==> src/rtl/pipe_ctrl_pkg.sv <==
// Shared types for the pipeline hazard controller: FSM states, forwarding
// select codes and the per-stage control bundle driven to the pipeline registers.
package pipe_ctrl_pkg;

    localparam int REG_W = 5;

    typedef enum logic [1:0] {
        RUN   = 2'b00,
        MWAIT = 2'b01,
        ERR   = 2'b10
    } state_e;

    localparam logic [1:0] FWD_REG   = 2'b00;
    localparam logic [1:0] FWD_MEMWB = 2'b01;
    localparam logic [1:0] FWD_EXMEM = 2'b10;

    typedef struct packed {
        logic pc_write;
        logic ifid_write;
        logic ifid_flush;
        logic idex_bubble;
        logic exmem_hold;
        logic exmem_flush;
        logic memwb_bubble;
    } stage_ctrl_t;

    localparam stage_ctrl_t CTRL_NORMAL = '{
        pc_write: 1'b1, ifid_write: 1'b1, ifid_flush: 1'b0, idex_bubble: 1'b0,
        exmem_hold: 1'b0, exmem_flush: 1'b0, memwb_bubble: 1'b0
    };

    localparam stage_ctrl_t CTRL_RESET = '{
        pc_write: 1'b0, ifid_write: 1'b0, ifid_flush: 1'b0, idex_bubble: 1'b1,
        exmem_hold: 1'b0, exmem_flush: 1'b0, memwb_bubble: 1'b1
    };

    // Everything frozen; both bubbles keep junk from reaching EX or WB.
    localparam stage_ctrl_t CTRL_ERR = '{
        pc_write: 1'b0, ifid_write: 1'b0, ifid_flush: 1'b0, idex_bubble: 1'b1,
        exmem_hold: 1'b1, exmem_flush: 1'b0, memwb_bubble: 1'b1
    };

    // ID/EX is frozen by the held EX/MEM downstream, so it is not bubbled here.
    localparam stage_ctrl_t CTRL_MEM_STALL = '{
        pc_write: 1'b0, ifid_write: 1'b0, ifid_flush: 1'b0, idex_bubble: 1'b0,
        exmem_hold: 1'b1, exmem_flush: 1'b0, memwb_bubble: 1'b1
    };

    localparam stage_ctrl_t CTRL_BRANCH = '{
        pc_write: 1'b1, ifid_write: 1'b1, ifid_flush: 1'b1, idex_bubble: 1'b1,
        exmem_hold: 1'b0, exmem_flush: 1'b1, memwb_bubble: 1'b0
    };

    localparam stage_ctrl_t CTRL_LOAD_USE = '{
        pc_write: 1'b0, ifid_write: 1'b0, ifid_flush: 1'b0, idex_bubble: 1'b1,
        exmem_hold: 1'b0, exmem_flush: 1'b0, memwb_bubble: 1'b0
    };

    // A producer only counts if it writes a real register ($0 is hardwired).
    function automatic logic reg_hit(input logic [REG_W-1:0] rd,
                                     input logic             regwrite,
                                     input logic [REG_W-1:0] rs);
        return regwrite && (rd != '0) && (rd == rs);
    endfunction

endpackage

==> src/rtl/pipe_fwd_unit.sv <==
// Forwarding select for one ALU operand; the youngest producer (EX/MEM) wins
// over MEM/WB when both target the same source register.
module pipe_fwd_unit
    import pipe_ctrl_pkg::*;
(
    input  logic [REG_W-1:0] src_rs,
    input  logic [REG_W-1:0] exmem_rd,
    input  logic             exmem_regwrite,
    input  logic [REG_W-1:0] memwb_rd,
    input  logic             memwb_regwrite,
    output logic [1:0]       fwd_sel
);

    always_comb begin
        fwd_sel = FWD_REG;
        if (reg_hit(exmem_rd, exmem_regwrite, src_rs)) begin
            fwd_sel = FWD_EXMEM;
        end else if (reg_hit(memwb_rd, memwb_regwrite, src_rs)) begin
            fwd_sel = FWD_MEMWB;
        end
    end

endmodule

==> src/rtl/pipe_hazard_ctrl.sv <==
// Central sequencer for the five pipeline registers: per-stage hold/flush/bubble,
// EX operand forwarding and the data-memory wait handshake with timeout watchdog.
module pipe_hazard_ctrl
    import pipe_ctrl_pkg::*;
#(
    parameter int MEM_TIMEOUT = 16,
    parameter int CNT_W       = 16
) (
    input  logic             clk,
    input  logic             rst_n,
    input  logic [REG_W-1:0] ifid_rs,
    input  logic [REG_W-1:0] ifid_rt,
    input  logic [REG_W-1:0] idex_rs,
    input  logic [REG_W-1:0] idex_rt,
    input  logic             idex_memread,
    input  logic [REG_W-1:0] exmem_rd,
    input  logic             exmem_regwrite,
    input  logic             exmem_memop,
    input  logic             exmem_br_taken,
    input  logic [REG_W-1:0] memwb_rd,
    input  logic             memwb_regwrite,
    input  logic             dmem_ready,
    output logic             dmem_req,
    output logic             pc_write,
    output logic             ifid_write,
    output logic             ifid_flush,
    output logic             idex_bubble,
    output logic             exmem_hold,
    output logic             exmem_flush,
    output logic             memwb_bubble,
    output logic [1:0]       fwd_a,
    output logic [1:0]       fwd_b,
    output logic [CNT_W-1:0] stall_cnt,
    output logic             bus_err,
    output logic [1:0]       dbg_state
);

    localparam int WAIT_W = $clog2(MEM_TIMEOUT + 1);
    localparam logic [WAIT_W-1:0] WAIT_LIMIT = WAIT_W'(MEM_TIMEOUT);
    localparam logic [CNT_W-1:0]  STALL_MAX  = {CNT_W{1'b1}};

    state_e            state_q, state_d;
    logic [WAIT_W-1:0] wait_cnt_q, wait_cnt_d;
    logic [WAIT_W-1:0] wait_inc;
    logic [CNT_W-1:0]  stall_cnt_q, stall_cnt_d;
    logic              bus_err_q, bus_err_d;

    logic              mem_stall;
    logic              load_use;
    stage_ctrl_t       ctrl;
    logic [1:0]        fwd_a_sel, fwd_b_sel;

    assign mem_stall = (state_q != ERR) && exmem_memop && !dmem_ready;
    assign load_use  = idex_memread && (idex_rt != '0) &&
                       ((idex_rt == ifid_rs) || (idex_rt == ifid_rt));
    assign wait_inc  = wait_cnt_q + WAIT_W'(1);

    pipe_fwd_unit u_fwd_a (
        .src_rs         (idex_rs),
        .exmem_rd       (exmem_rd),
        .exmem_regwrite (exmem_regwrite),
        .memwb_rd       (memwb_rd),
        .memwb_regwrite (memwb_regwrite),
        .fwd_sel        (fwd_a_sel)
    );

    pipe_fwd_unit u_fwd_b (
        .src_rs         (idex_rt),
        .exmem_rd       (exmem_rd),
        .exmem_regwrite (exmem_regwrite),
        .memwb_rd       (memwb_rd),
        .memwb_regwrite (memwb_regwrite),
        .fwd_sel        (fwd_b_sel)
    );

    // Stage-control priority: reset > ERR > memory stall > branch > load-use > normal.
    always_comb begin
        ctrl = CTRL_NORMAL;
        if (!rst_n) begin
            ctrl = CTRL_RESET;
        end else if (state_q == ERR) begin
            ctrl = CTRL_ERR;
        end else if (mem_stall) begin
            ctrl = CTRL_MEM_STALL;
        end else if (exmem_br_taken) begin
            ctrl = CTRL_BRANCH;
        end else if (load_use) begin
            ctrl = CTRL_LOAD_USE;
        end
    end

    // wait_cnt counts request cycles without ready, the first RUN cycle being 1.
    always_comb begin
        state_d    = state_q;
        wait_cnt_d = wait_cnt_q;
        bus_err_d  = bus_err_q;
        case (state_q)
            RUN: begin
                if (mem_stall) begin
                    state_d    = MWAIT;
                    wait_cnt_d = WAIT_W'(1);
                end else begin
                    wait_cnt_d = '0;
                end
            end
            MWAIT: begin
                if (mem_stall) begin
                    wait_cnt_d = wait_inc;
                    if (wait_inc >= WAIT_LIMIT) begin
                        state_d   = ERR;
                        bus_err_d = 1'b1;
                    end
                end else begin
                    state_d    = RUN;
                    wait_cnt_d = '0;
                end
            end
            ERR: begin
                state_d = ERR;
            end
            default: begin
                state_d    = RUN;
                wait_cnt_d = '0;
            end
        endcase
    end

    always_comb begin
        stall_cnt_d = stall_cnt_q;
        if (!ctrl.pc_write && (stall_cnt_q != STALL_MAX)) begin
            stall_cnt_d = stall_cnt_q + CNT_W'(1);
        end
    end

    always_ff @(posedge clk or negedge rst_n) begin
        if (!rst_n) begin
            state_q     <= RUN;
            wait_cnt_q  <= '0;
            stall_cnt_q <= '0;
            bus_err_q   <= 1'b0;
        end else begin
            state_q     <= state_d;
            wait_cnt_q  <= wait_cnt_d;
            stall_cnt_q <= stall_cnt_d;
            bus_err_q   <= bus_err_d;
        end
    end

    assign pc_write     = ctrl.pc_write;
    assign ifid_write   = ctrl.ifid_write;
    assign ifid_flush   = ctrl.ifid_flush;
    assign idex_bubble  = ctrl.idex_bubble;
    assign exmem_hold   = ctrl.exmem_hold;
    assign exmem_flush  = ctrl.exmem_flush;
    assign memwb_bubble = ctrl.memwb_bubble;

    assign dmem_req  = rst_n && (state_q != ERR) && exmem_memop;
    assign fwd_a     = rst_n ? fwd_a_sel : FWD_REG;
    assign fwd_b     = rst_n ? fwd_b_sel : FWD_REG;
    assign stall_cnt = stall_cnt_q;
    assign bus_err   = bus_err_q;
    assign dbg_state = state_q;

endmodule
==> config.mk <==
export PLATFORM = sky130hd
export DESIGN_NAME = pipe_hazard_ctrl
export DESIGN_NICKNAME = d
export VERILOG_FILES = /design/src/rtl/pipe_ctrl_pkg.sv /design/src/rtl/pipe_fwd_unit.sv /design/src/rtl/pipe_hazard_ctrl.sv
export SDC_FILE = /design/constraint.sdc
export NUM_CORES = 1
export LEC_CHECK = 0
export CORE_UTILIZATION = 40
export DETAILED_ROUTE_END_ITERATION = 16
export HOLD_SLACK_MARGIN = 0.02
export PLACE_DENSITY = 0.76
export SETUP_SLACK_MARGIN = 0.15
export SLEW_MARGIN = 5
export SYNTH_ARGS = -nofsm -noshare
export SYNTH_HDL_FRONTEND = slang
export SYNTH_SLANG_ARGS = --single-unit
==> constraint.sdc <==
create_clock -name clk -period 2.1 [get_ports clk]
set_input_delay 0.21 -clock clk [delete_from_list [all_inputs] [get_ports clk]]
set_output_delay 0.21 -clock clk [all_outputs]
set_load 0.005 [all_outputs]
==> results of run 1 <==
worst max-delay path: stages:
cell and delay [ns]:
sky130_fd_sc_hd__dlygate4sd2_1 0.27, sky130_fd_sc_hd__buf_4 0.15, sky130_fd_sc_hd__xor2_1 0.14, sky130_fd_sc_hd__or4_1 0.53, sky130_fd_sc_hd__nor4_2 0.24, sky130_fd_sc_hd__buf_2 0.16
power groups by stage:
stage,Sequential (mW),Clock [mW],Combinational (mW)
3_5_place_dp,0.634,0,0.529
2_1_floorplan,0.626,0,0.217
4_1_cts,0.626,0.414,0.534
3_3_place_gp,0.632,0,0.517
6_report,0.625,0.404,0.538
5_1_grt,0.637,0.434,0.595
synth_stat cells, types with 3 or more instances:
| library cell | count |
|---|---|
| sky130_fd_sc_hd__and3_1 | 8 |
| sky130_fd_sc_hd__nor2_1 | 8 |
| sky130_fd_sc_hd__xor2_1 | 25 |
| sky130_fd_sc_hd__or4_1 | 4 |
| sky130_fd_sc_hd__and2_1 | 3 |
| sky130_fd_sc_hd__o21ai_0 | 3 |
| sky130_fd_sc_hd__nand2_1 | 8 |
| sky130_fd_sc_hd__buf_4 | 3 |
| sky130_fd_sc_hd__nand3_1 | 17 |
| sky130_fd_sc_hd__nor4_1 | 4 |
| sky130_fd_sc_hd__xnor2_1 | 21 |
| sky130_fd_sc_hd__inv_1 | 3 |
| sky130_fd_sc_hd__dfrtp_1 | 24 |
| sky130_fd_sc_hd__nand4_1 | 7 |
| sky130_fd_sc_hd__buf_6 | 4 |
sequential cells by signal (all words and copies together), names as in the netlist:
signal,flops
bus_err,1
dbg_state,2
stall_cnt,16
wait_cnt_q,5
routing by layer:
metal,vias up,track usage [%],wire length [microns]
li1,787,-,-
met1,759,23.32,1743
met2,50,36.25,2270
met3,8,3.767,198
met4,0,6.649,86
met5,-,0,0
area by class of cell:
cell class / count / area, sq um / share of cell area (%)
multi-input cells: 137 / 1067 / 38.91
clock buffers: 3 / 41.29 / 1.505
flip-flops and latches: 24 / 600.6 / 21.90
inverters: 3 / 11.26 / 0.4106
well taps: 50 / 62.56 / 2.281
repair buffers: 99 / 929.6 / 33.90
clock inverters: 1 / 30.03 / 1.095
how the worst max path moves through the flow:
| stage | end | slack (ns) | depth (start not counted) |
|---|---|---|---|
| final | fwd_b[0] | 0.19 | 6 |
| after global placement | fwd_b[0] | -0.41 | 6 |
| after global routing | fwd_b[1] | 0.14 | 6 |
| after floorplan | stall_cnt[10] | 0.37 | 7 |
| after CTS | fwd_a[0] | 0.12 | 5 |
| after detailed placement | fwd_a[0] | -0.41 | 6 |
stage by stage:
step                      utilization [%]  instance area (sq um)  hold WS, ns
after floorplan                         -                   1695     -0.08559
after global placement              64.01                   2579       0.4508
after detailed placement            64.01                   2579       0.4558
after CTS                           66.46                   2678       0.1042
after global routing                68.07                   2743       0.1188
final                               68.07                   2743       0.1126
timing repair:
| item | CTS | global route |
|---|---|---|
| resized for setup | 51 | 12 |
| setup endpoints to repair | 14 | 9 |
| pin swaps | 11 | 8 |
| endpoints found under the hold margin | 0 | 0 |
| gates cloned | 1 | 0 |
| setup buffers | 0 | 1 |
cell families after synthesis:
group / after synthesis / share of synthesized area, %
simple gates: 73 / 25.31
xor+xnor: 46 / 23.76
flops: 24 / 35.42
compound gates: 12 / 6.051
buf+inv: 12 / 5.240
mux: 4 / 2.730
fa+ha+maj: 2 / 1.476
==> impl.org, run 1 <==
** Clock tree
- For this design, the sink count on the clock tree is 24.
- Clock latency on the worst-skew pair :: 0.27 ns
- Deepest clock path buffer count :: 2
- The root buffer cell chosen for the clock tree is sky130_fd_sc_hd__clkbuf_8.
- For this design, the CTS-stage hold fixing added 0 buffers.
- Number of buffers created by CTS :: 3
- CTS built an H-tree with a depth of 1.
- TritonCTS clock tree :: built
- Clock transition time at the flip-flop clock pins of the worst setup and hold paths :: 0.08 ns

** Global routing
- Grt ovf :: 0
- Overall routing resource usage :: 20.04%
- The number of antenna violations at the first check in global routing came to 0.
- Vias in the first global route :: 1,531
- Entering global routing, the biggest net connects 16 pins.
- The first global-routing pass estimated 6.913 mm of wire.

** Pwr
- Power Density :: 571.4 mW/mm^2
- Peak VDD IR :: 0.0002936 V
- Part of the total power dissipated in combinational logic :: 34.3%
- Total power of the final layout :: 1.567 mW
- Portion of total power attributed to sequential cells :: 39.9%
- Clock power share :: 25.8%
- Internal power :: 1.127 mW
- The analysis attributes to net switching a power of 0.4398 mW.
- Fraction of power spent switching nets :: 28.06%
- Pleak :: 1.262 nW

** Final layout
- # nets final :: 308
- From synthesis to final layout, the design area changed by 61.77%.
- Layout fillers :: 343
- The top cell types in the final layout, fill and taps aside, are sky130_fd_sc_hd__clkdlybuf4s50_1, sky130_fd_sc_hd__buf_4, sky130_fd_sc_hd__xor2_1, sky130_fd_sc_hd__dfrtp_1, sky130_fd_sc_hd__xnor2_1.
- The repair_antennas step left the layout with diodes totalling 0.
- Once layout is complete, the cells apart from fillers number 317.
- Cells with a size suffix above 1 make up 23.22% of the layout.
- Most frequent standard cell in the layout excluding fill and tap cells :: sky130_fd_sc_hd__clkdlybuf4s50_1

** Floorplanning
- Measured along the y axis, the die boundary spans 67.11 microns.
- Initial cell density of the core :: 42.08%
- Number of placed I/O pins :: 69
- The floorplan has 23 rows.
- Standard cell core area :: 0.004029 sq mm
- The die covers 0.004503 sq mm.
- Die span in x :: 67.11 microns

** Worst hold path
- The min-delay analysis places its worst path in the category input pin to async pin.

** Yosys
- For this run, the number of Yosys warnings is 0.
- Counting flops with an async set or reset pin after synthesis yields a share of 100.0%.
- Distinct cell type count after synthesis :: 37
- Cell types occupying the most area after synthesis :: sky130_fd_sc_hd__dfrtp_1, sky130_fd_sc_hd__xor2_1, sky130_fd_sc_hd__xnor2_1, sky130_fd_sc_hd__nand3_1, sky130_fd_sc_hd__and3_1
- Cell Area, Synth :: 0.001695 sq mm
- Post-synthesis cell type with the largest combined area :: sky130_fd_sc_hd__dfrtp_1
- Count of mapped cells out of synthesis :: 173
- The synthesized design contains 0 enable-type register cells.
- A synthesized cell averages 9.800 sq um.
- Syn Nets :: 213
- In this run, synthesis produced a sequential element count of 24.
- Post-synthesis sequential area ratio :: 35.42%
- Synth top area share :: 35.42%
- Primary flip-flop cell chosen by synthesis mapping :: sky130_fd_sc_hd__dfrtp_1

** Timing
- Min setup slack post-route :: 0.1884 ns
- In this run the tightest slew margin relative to its limit is 76.26%.
- Derived from the worst setup path, the maximum achievable clock frequency is 0.5231 GHz.
- Final clock skew :: 0.009666 ns
- Subtracting the final worst setup slack from the clock period gives 1.912 ns.
- Final-report setup violation count :: 0
- Transition time at the pin with the least slew margin :: 0.3548 ns
- Setup repair after global routing left no endpoint under its margin.
- The final number of hold-violating endpoints was 0.
- The final-report max-slew violation count was 0.
- Final worst path period share :: 91.03%
- Summed over all failing endpoints, the final setup total negative slack is 0 ns.

** Routing
- In the routed layout, each cell is associated on average with a via count of 5.060.
- The count of nets left with antenna violations once routing finished came out at 0.
- TritonRoute pass-1 iters :: 4
- The final layout contains routed wiring with a total length of 4.299 mm.
- Summing over every cut layer, the via total after detailed routing is 1,604.
- Dividing the detail-routed wire length by the instance count gives 13.56 microns.
- After detailed routing, the number of remaining DRC violations is 0.
- The detailed router finished its first iteration with 76 violations.

** Place
- IO Port Bufs :: 68
- The wire-length estimate of the detail-placed layout is 3.392 mm.
- Minimum setup slack after placement :: -0.4088 ns
- Count of placed standard cells including taps :: 311
- Placer's final routability congestion estimate :: 0.8785

** Worst setup path
- STA classifies the critical path endpoint as an output pin.
- For the worst setup path, the data required time is 1.89 ns.
- For the worst setup path, the data arrival time is 1.70 ns.
- Type of the worst setup path :: input pin to output pin
- R2R Path End :: stall_cnt[8]
- In this run the register-to-register setup slack is 0.32 ns.
- Along the worst path, the maximum fanout reaches 3.
- Crit path from :: memwb_rd[4]
- Critical Path Source Type :: input pin
- The worst register-to-register path has a depth of 7.
- The worst register-to-register path begins at stall_cnt[7].

** Job
- Reported max-cap violation count :: 0

** Status
- Run status :: finished, final reports clean
Note: power is estimated with default switching activity, not from simulation.
==> run 2, diff against run 1 <==
Settings changed: SLEW_MARGIN 5 to default.
==> results of run 2 <==
No change in the layout: final DEF, timing and power equal those of run 1.
==> run 3, diff against run 2 <==
Settings changed: CTS_BUF_LIST from default to sky130_fd_sc_hd__clkbuf_8.
==> results of run 3 <==
No change in the layout: final DEF, timing and power equal those of run 1.
